## src/rtl/alu_operand_loader_pkg.sv

```systemverilog
// Shared definitions for the operand-entry stage
// and the ALU stages that consume its opcode.
package alu_operand_loader_pkg;

  localparam int WIDTH_DEF = 4;
  localparam int OP_W_DEF  = 3;

  typedef enum logic [1:0] {
    GET_A   = 2'd0,
    GET_B   = 2'd1,
    GET_OP  = 2'd2,
    PRESENT = 2'd3
  } state_e;

  localparam logic [2:0] OP_ADD = 3'd0;
  localparam logic [2:0] OP_SUB = 3'd1;
  localparam logic [2:0] OP_AND = 3'd2;
  localparam logic [2:0] OP_OR  = 3'd3;
  localparam logic [2:0] OP_MUL = 3'd4;
  localparam logic [2:0] OP_XOR = 3'd5;

endpackage

```

## src/rtl/alu_operand_loader_btn_debouncer.sv

```systemverilog
// Push-button conditioner: 2-flop sync, stability
// counter, debounced level and one-cycle press pulse.
module btn_debouncer #(
  parameter int DEBOUNCE_CYCLES = 16
) (
  input  logic clk,
  input  logic rst_n,
  input  logic btn_i,
  output logic pulse_o
);

  localparam int CW = $clog2(DEBOUNCE_CYCLES);

  logic          s1_q, s2_q;
  logic [CW-1:0] cnt_q, cnt_d;
  logic          lvl_q, lvl_d;
  logic          pulse_q, pulse_d;
  logic [1:0]    fill_q;
  logic          armed_q, armed_d;

  // A press is only honoured once a released level has been
  // seen after reset, so a button held through reset stays silent.
  always_comb begin
    cnt_d   = '0;
    lvl_d   = lvl_q;
    pulse_d = 1'b0;
    armed_d = armed_q | (fill_q[1] & ~s2_q);
    if (s2_q != lvl_q) begin
      if (cnt_q == CW'(DEBOUNCE_CYCLES - 1)) begin
        lvl_d   = ~lvl_q;
        pulse_d = ~lvl_q & armed_q;
      end else begin
        cnt_d = cnt_q + 1'b1;
      end
    end
  end

  always_ff @(posedge clk or negedge rst_n) begin
    if (!rst_n) begin
      s1_q    <= 1'b0;
      s2_q    <= 1'b0;
      cnt_q   <= '0;
      lvl_q   <= 1'b0;
      pulse_q <= 1'b0;
      fill_q  <= 2'b00;
      armed_q <= 1'b0;
    end else begin
      s1_q    <= btn_i;
      s2_q    <= s1_q;
      cnt_q   <= cnt_d;
      lvl_q   <= lvl_d;
      pulse_q <= pulse_d;
      fill_q  <= {fill_q[0], 1'b1};
      armed_q <= armed_d;
    end
  end

  assign pulse_o = pulse_q;

endmodule

```

## src/rtl/alu_operand_loader.sv

```systemverilog
// Operand entry: A, B, opcode from switches, then
// held stable for the ALU under valid/ready.
module alu_operand_loader
  import alu_operand_loader_pkg::*;
#(
  parameter int WIDTH           = WIDTH_DEF,
  parameter int OP_W            = OP_W_DEF,
  parameter int DEBOUNCE_CYCLES = 16
) (
  input  logic             clk,
  input  logic             rst_n,
  input  logic [WIDTH-1:0] sw_data,
  input  logic [OP_W-1:0]  sw_op,
  input  logic             btn_load,
  input  logic             btn_clear,
  output logic [WIDTH-1:0] op_a,
  output logic [WIDTH-1:0] op_b,
  output logic [OP_W-1:0]  opcode,
  output logic             valid,
  input  logic             ready,
  output logic [1:0]       state_dbg
);

  logic ld_p, clr_p;

  btn_debouncer #(
    .DEBOUNCE_CYCLES(DEBOUNCE_CYCLES)
  ) u_db_load (
    .clk    (clk),
    .rst_n  (rst_n),
    .btn_i  (btn_load),
    .pulse_o(ld_p)
  );

  btn_debouncer #(
    .DEBOUNCE_CYCLES(DEBOUNCE_CYCLES)
  ) u_db_clear (
    .clk    (clk),
    .rst_n  (rst_n),
    .btn_i  (btn_clear),
    .pulse_o(clr_p)
  );

  state_e           state_q, state_d;
  logic [WIDTH-1:0] a_q, a_d;
  logic [WIDTH-1:0] b_q, b_d;
  logic [OP_W-1:0]  op_q, op_d;
  logic             valid_q, valid_d;

  always_comb begin
    state_d = state_q;
    a_d     = a_q;
    b_d     = b_q;
    op_d    = op_q;
    valid_d = valid_q;
    // Clear outranks both a load and a pending handshake.
    if (clr_p) begin
      state_d = GET_A;
      a_d     = '0;
      b_d     = '0;
      op_d    = '0;
      valid_d = 1'b0;
    end else begin
      case (state_q)
        GET_A: if (ld_p) begin
          a_d     = sw_data;
          state_d = GET_B;
        end
        GET_B: if (ld_p) begin
          b_d     = sw_data;
          state_d = GET_OP;
        end
        GET_OP: if (ld_p) begin
          op_d    = sw_op;
          valid_d = 1'b1;
          state_d = PRESENT;
        end
        PRESENT: if (valid_q && ready) begin
          valid_d = 1'b0;
          state_d = GET_A;
        end
        default: state_d = GET_A;
      endcase
    end
  end

  always_ff @(posedge clk or negedge rst_n) begin
    if (!rst_n) begin
      state_q <= GET_A;
      a_q     <= '0;
      b_q     <= '0;
      op_q    <= '0;
      valid_q <= 1'b0;
    end else begin
      state_q <= state_d;
      a_q     <= a_d;
      b_q     <= b_d;
      op_q    <= op_d;
      valid_q <= valid_d;
    end
  end

  assign op_a      = a_q;
  assign op_b      = b_q;
  assign opcode    = op_q;
  assign valid     = valid_q;
  assign state_dbg = state_q;

endmodule
```

## config.mk

```make
export PLATFORM = sky130hd
export DESIGN_NAME = alu_operand_loader
export DESIGN_NICKNAME = d
export VERILOG_FILES = /design/src/rtl/alu_operand_loader_pkg.sv /design/src/rtl/alu_operand_loader_btn_debouncer.sv /design/src/rtl/alu_operand_loader.sv
export SDC_FILE = /design/constraint.sdc
export NUM_CORES = 1
export LEC_CHECK = 0
export ABC_AREA = 1
export BUFFER_PORTS_ARGS = -buffer_cell sky130_fd_sc_hd__buf_2
export CORE_ASPECT_RATIO = 0.8
export CORE_MARGIN = 3
export CORE_UTILIZATION = 54
export DETAILED_ROUTE_END_ITERATION = 10
export PLACE_DENSITY_LB_ADDON = 0.3
export SLEW_MARGIN = 20
export SYNTH_ARGS = -nofsm -noshare
export SYNTH_HDL_FRONTEND = slang
export SYNTH_SLANG_ARGS = --single-unit
```

## constraint.sdc

```tcl
create_clock -name clk -period 1.7 [get_ports clk]
set_clock_uncertainty 0.05 [all_clocks]
set_input_delay 0 -clock clk [delete_from_list [all_inputs] [get_ports clk]]
set_output_delay 0 -clock clk [all_outputs]
set_load 0.02 [all_outputs]
```

# Word level (Yosys, flattened, before mapping)

Cells that the tools add are included.

Register bits: 36
Output and inout bits: 14
Logic and storage cells: 82

$add $sub $neg: 2
Equal/unequal tests: 11
Mux-type cells: 26
Bitwise logic cells: 10
Reduce and logical (&&, ||, !) cells: 14

Operators by type and width:

| operator                                              | number |
|---|---|
| two-way mux 4 bit                                     | 9 |
| two-way mux 2 bit                                     | 5 |
| AND reduction 2 bit                                   | 5 |
| two-way mux 3 bit                                     | 3 |
| inequality test 3 x 1 -> 1 bit, second input constant | 3 |
| adder 4 x 1 -> 4 bit, second input constant           | 2 |
| equality test 4 bit, second input constant            | 2 |
| case mux 2 bit (4 select lines)                       | 1 |
| nonzero test 2 bit                                    | 4 |
| two-way mux 1 bit                                     | 7 |
| AND 1 bit                                             | 4 |
| equality test 2 bit, second input constant            | 2 |
| NOT 1 bit                                             | 4 |
| AND reduction 4 bit                                   | 1 |
| inequality test 3 x 2 -> 1 bit, second input constant | 1 |
| AND reduction 3 bit                                   | 1 |
| nonzero test 3 bit                                    | 1 |
| equality test 2 x 1 -> 1 bit, second input constant   | 1 |
| zero test 2 bit                                       | 1 |
| inequality test 1 bit                                 | 2 |
| OR 1 bit                                              | 2 |
| case mux 1 bit (2 select lines)                       | 1 |
| logical AND 1 bit                                     | 1 |

# Logic depth before layout (Yosys ltp)

Word-level depth: 4
Gate-level depth with buffers: 8
Gate-level depth less buffers: 8

# Cells and area by module

Synthesis repeated with hierarchy kept, for this count alone.

Cells, all modules: 175
Area total of the unflattened synthesis: 1,610.3 um^2

By module, submodules not included:

| module             | times used | cells each | area an instance (um^2) | sequential area each (um^2) |
|---|---|---|---|---|
| btn_debouncer      | 2          | 40         | 422.9                   | 275.3 |
| alu_operand_loader | 1          | 95         | 764.5                   | 350.3 |

# Worst setup path after synthesis

Ideal clock, no wire load.

Path kind: register to register
From: reg state_q[0], in the netlist state_dbg[0]
To: reg valid_q, in the netlist valid
Arrival time: 1,165 ps
Data required time: 1,532 ps
Path slack: 366 ps
Stages on the path, launching flop included: 7
Buffers on the path: 0
Period minus slack after synthesis: 1,334 ps
Path through: dfrtp_1 -> inv_1 -> ha_1 -> nor2_1 -> nand2_1 -> nand4_1 -> nand2_1

Word-level cells in the longest chain between the ends: 3
Elaborated cells on any way between the ends: 8
Classes of those cells: eq/ne (4); mux (2); reduce/logical (2)

RTL lines:

| what                                                                             | RTL line                 | RTL |
|---|---|---|
| from (decl)                                                                      | alu_operand_loader.sv:44 | `state_e state_q, state_d;` |
| from (signal assigned)                                                           | alu_operand_loader.sv:95 | `state_q <= state_d;` |
| equality test 2 bit                                                              | alu_operand_loader.sv:64 | `case (state_q)` |
| inequality test 3 x 1 -> 1 bit (no source line) (tied with other cells)          | -                        |  |
| AND reduction 3 bit (no source line) / two-way mux 1 bit (equally long branches) | -                        |  |
| to (signal assigned)                                                             | alu_operand_loader.sv:99 | `valid_q <= valid_d;` |
| to (decl)                                                                        | alu_operand_loader.sv:48 | `logic valid_q, valid_d;` |

Parallel ways exist; a longest one is shown, timed or not.
A chain may end at the register's enable or synchronous reset.

# Final worst setup path

Same ends and word-level chain as after synthesis.

==> metrics <==
CTS tree yes; area of the multi-input gates 533 um^2; Pwr Density approximately 1100 mW/mm^2; row cnt 16; Post-DRT Antenna Nets 0; clock-pin slew on the worst setup and hold paths 100 ps; Iter 0 DRT Violations 55; Worst-Skew Late Latency ~340 ps; CTS Buf Count 5; antenna cells 0; register area 851 um^2; # IOs 26; final hold vios 0; pin count of the biggest net entering global routing 35; CTS H-Tree Depth 2; register area share after synthesis 57.2%; Syn Std Cell Area 0.00149 mm^2; synthesized instance count 153; Syn Nets 171; Critical Path Sink Type flip-flop; WS Path Type flip-flop to flip-flop; via/cell ratio 4.85; Synth Register Bits 34; commonest non-fill, non-tap cell in the layout dfrtp_1; Sink Count 34; final core utilization 70.9%; status completed; Area growth syn-to-layout 21.2%; post-layout min period 1350 ps; Initial Utilization 58.5%; setup TNS 0 ps; most frequent cells in the layout dfrtp_1 (34), nand2_1 (29), buf_2 (25), inv_1 (18), nand3_1 (17); Slew @ Worst Pin 720 ps; Die Span Y around 53 um; unrepaired setup endpoints after global routing no; FMAX 741 MHz; Power Total 1900 uW; Synth cell types 23; Final Cell Area ~0.0018 mm^2; Final Max Slew Viols 0; CP max FO 6; Max Cap Violations 0; clk root buf clkbuf_4; hpwl dp approximately 1900 um; Final Worst Setup Slack 351 ps; worst path required time 1890 ps; worst vdd ir 0.647 mV; Yosys Warn Count 0; Fillers about 210; Port Buffer Count 25; Clock Tree Buf Depth 2; Post-CTS Setup Bufs 0; Data arrival, critical path 1540 ps; Die Area 0.00342 mm^2; Worst Hold Class input pin to flip-flop; final worst-path cycle share roughly four fifths; final net count 212; via count 1,121; Lkg Pwr 0.000913 uW; mean post-synth cell area 9.72 um^2; initial antenna violation count 0; final WL about 2600 um; Post-Place Setup Slack 391 ps; core box area between 0.002 and 0.003 mm^2; Finish-stage setup viols 0; drt wl/cell 11.2 um; Die X-Extent 64.7 um; grt ovf 0; share of layout cells above drive strength 1 between 20 and 25%; vias in the first global route ~1,100; slew margin rel. about half; first-pass GRT wire length roughly 4600 um; DRC viols 0; gr usage total 18.4%; routability congestion estimate 0.771; drt pass-1 iters 4; placement-stage cell area 0.00164 mm^2; Worst setup SP type flip-flop
-- cell families (layout without fill, tap and decap cells) --
group,Yosys count,after routing,synth area share [%]
and+or+nand+nor,76,76,24.6
DFF,34,34,57.2
buffers and inverters,23,65,6.98
AOI/OAI and AO/OA,7,7,2.35
adders and majority gates,6,6,5.05
xor gates and xnor gates,6,6,3.53
other,1,1,0.252
-- metal layers --
metal	vias to the layer above	global-route usage, %	wire [um]	part of all wire, %
met5	-	0	0	0
met4	0	7.72	31	1.2
met3	4	8.07	144	5.5
met2	28	29.8	1230	47
met1	524	21.5	1190	46
li1	565	-	-	-
-- through the flow --
step	cells	hold WS (ps)
after detailed placement	213	49.6
after floorplan	153	-346
after global placement	213	42.0
after CTS	231	12.8
final	231	24.8
after global routing	231	44.8
-- timing repair --
action	4_1_cts	5_1_grt
hold endpoints to repair	47	0
hold buffers	10	0
gates resized for setup	0	0
-- flip-flops by register name, indices dropped and copies added, names as in the netlist, 2 cells and up --
name               count
op_b                   4
u_db_load.cnt_q        4
state_dbg              2
op_a                   4
opcode                 3
u_db_clear.fill_q      2
u_db_clear.cnt_q       4
-- worst max-delay path: stages, from the launching register on --
cell     delay, ps
dfrtp_1        460
inv_1          110
ha_1           290
nor2_1          80
nand2_1         80
nand3_1         80
nand2_1         60
nand2_1         50
-- path summary, 6_finish.rpt --
path                       slack (ps)              endpoint                 start  depth (start not counted)
setup reg to reg                  350                 valid          state_dbg[0]                          7
hold reg to reg                   310  u_db_clear.fill_q[1]  u_db_clear.fill_q[0]                          0
min in group asynchronous         190    u_db_load.cnt_q[3]                 rst_n                          2
max in group asynchronous         940        u_db_load.s2_q                 rst_n                          2
hold / removal                     20                 valid                 ready                          5
setup / recovery                  350                 valid          state_dbg[0]                          7
-- Yosys cell counts --
| master | instances | share of area (%) |
|---|---|---|
| nand2_1 | 29 | 7.3 |
| o21ai_0 | 4 | 1.3 |
| nor2_1 | 16 | 4.0 |
| nand2_4 | 1 | 0.76 |
| nand4_1 | 3 | 1.3 |
| ha_1 | 6 | 5.0 |
| xor2_1 | 2 | 1.2 |
| nand2b_1 | 2 | 0.84 |
| buf_6 | 2 | 1.5 |
| dfrtp_1 | 34 | 57 |
| conb_1 | 1 | 0.25 |
| inv_2 | 1 | 0.25 |
| clkinv_2 | 2 | 0.67 |
| nand3_1 | 17 | 5.7 |
| nand3_4 | 1 | 1.2 |
| nor2_4 | 1 | 0.76 |
| a21oi_1 | 1 | 0.34 |
| nand3_2 | 1 | 0.67 |
| nand2_2 | 3 | 1.3 |
| o21ai_1 | 2 | 0.67 |
| xnor2_1 | 4 | 2.4 |
| nor4_1 | 2 | 0.84 |
| inv_1 | 18 | 4.5 |
-- power by group --
group	switching [uW]	leakage, uW	internal [uW]
logic	315	0.000496	204
clock network	254	0.0000353	200
registers	57.8	0.000382	867
-- area by class of cell --
type                    count  area share, %
multi-input cells          96           29.6
clock inverters             1          0.278
clock buffers               7           3.05
inverters                  21           4.51
flip-flops and latches     34           47.2
well taps                  36           2.50
repair buffers             36           12.9
Power figures use the tool's default switching activity.
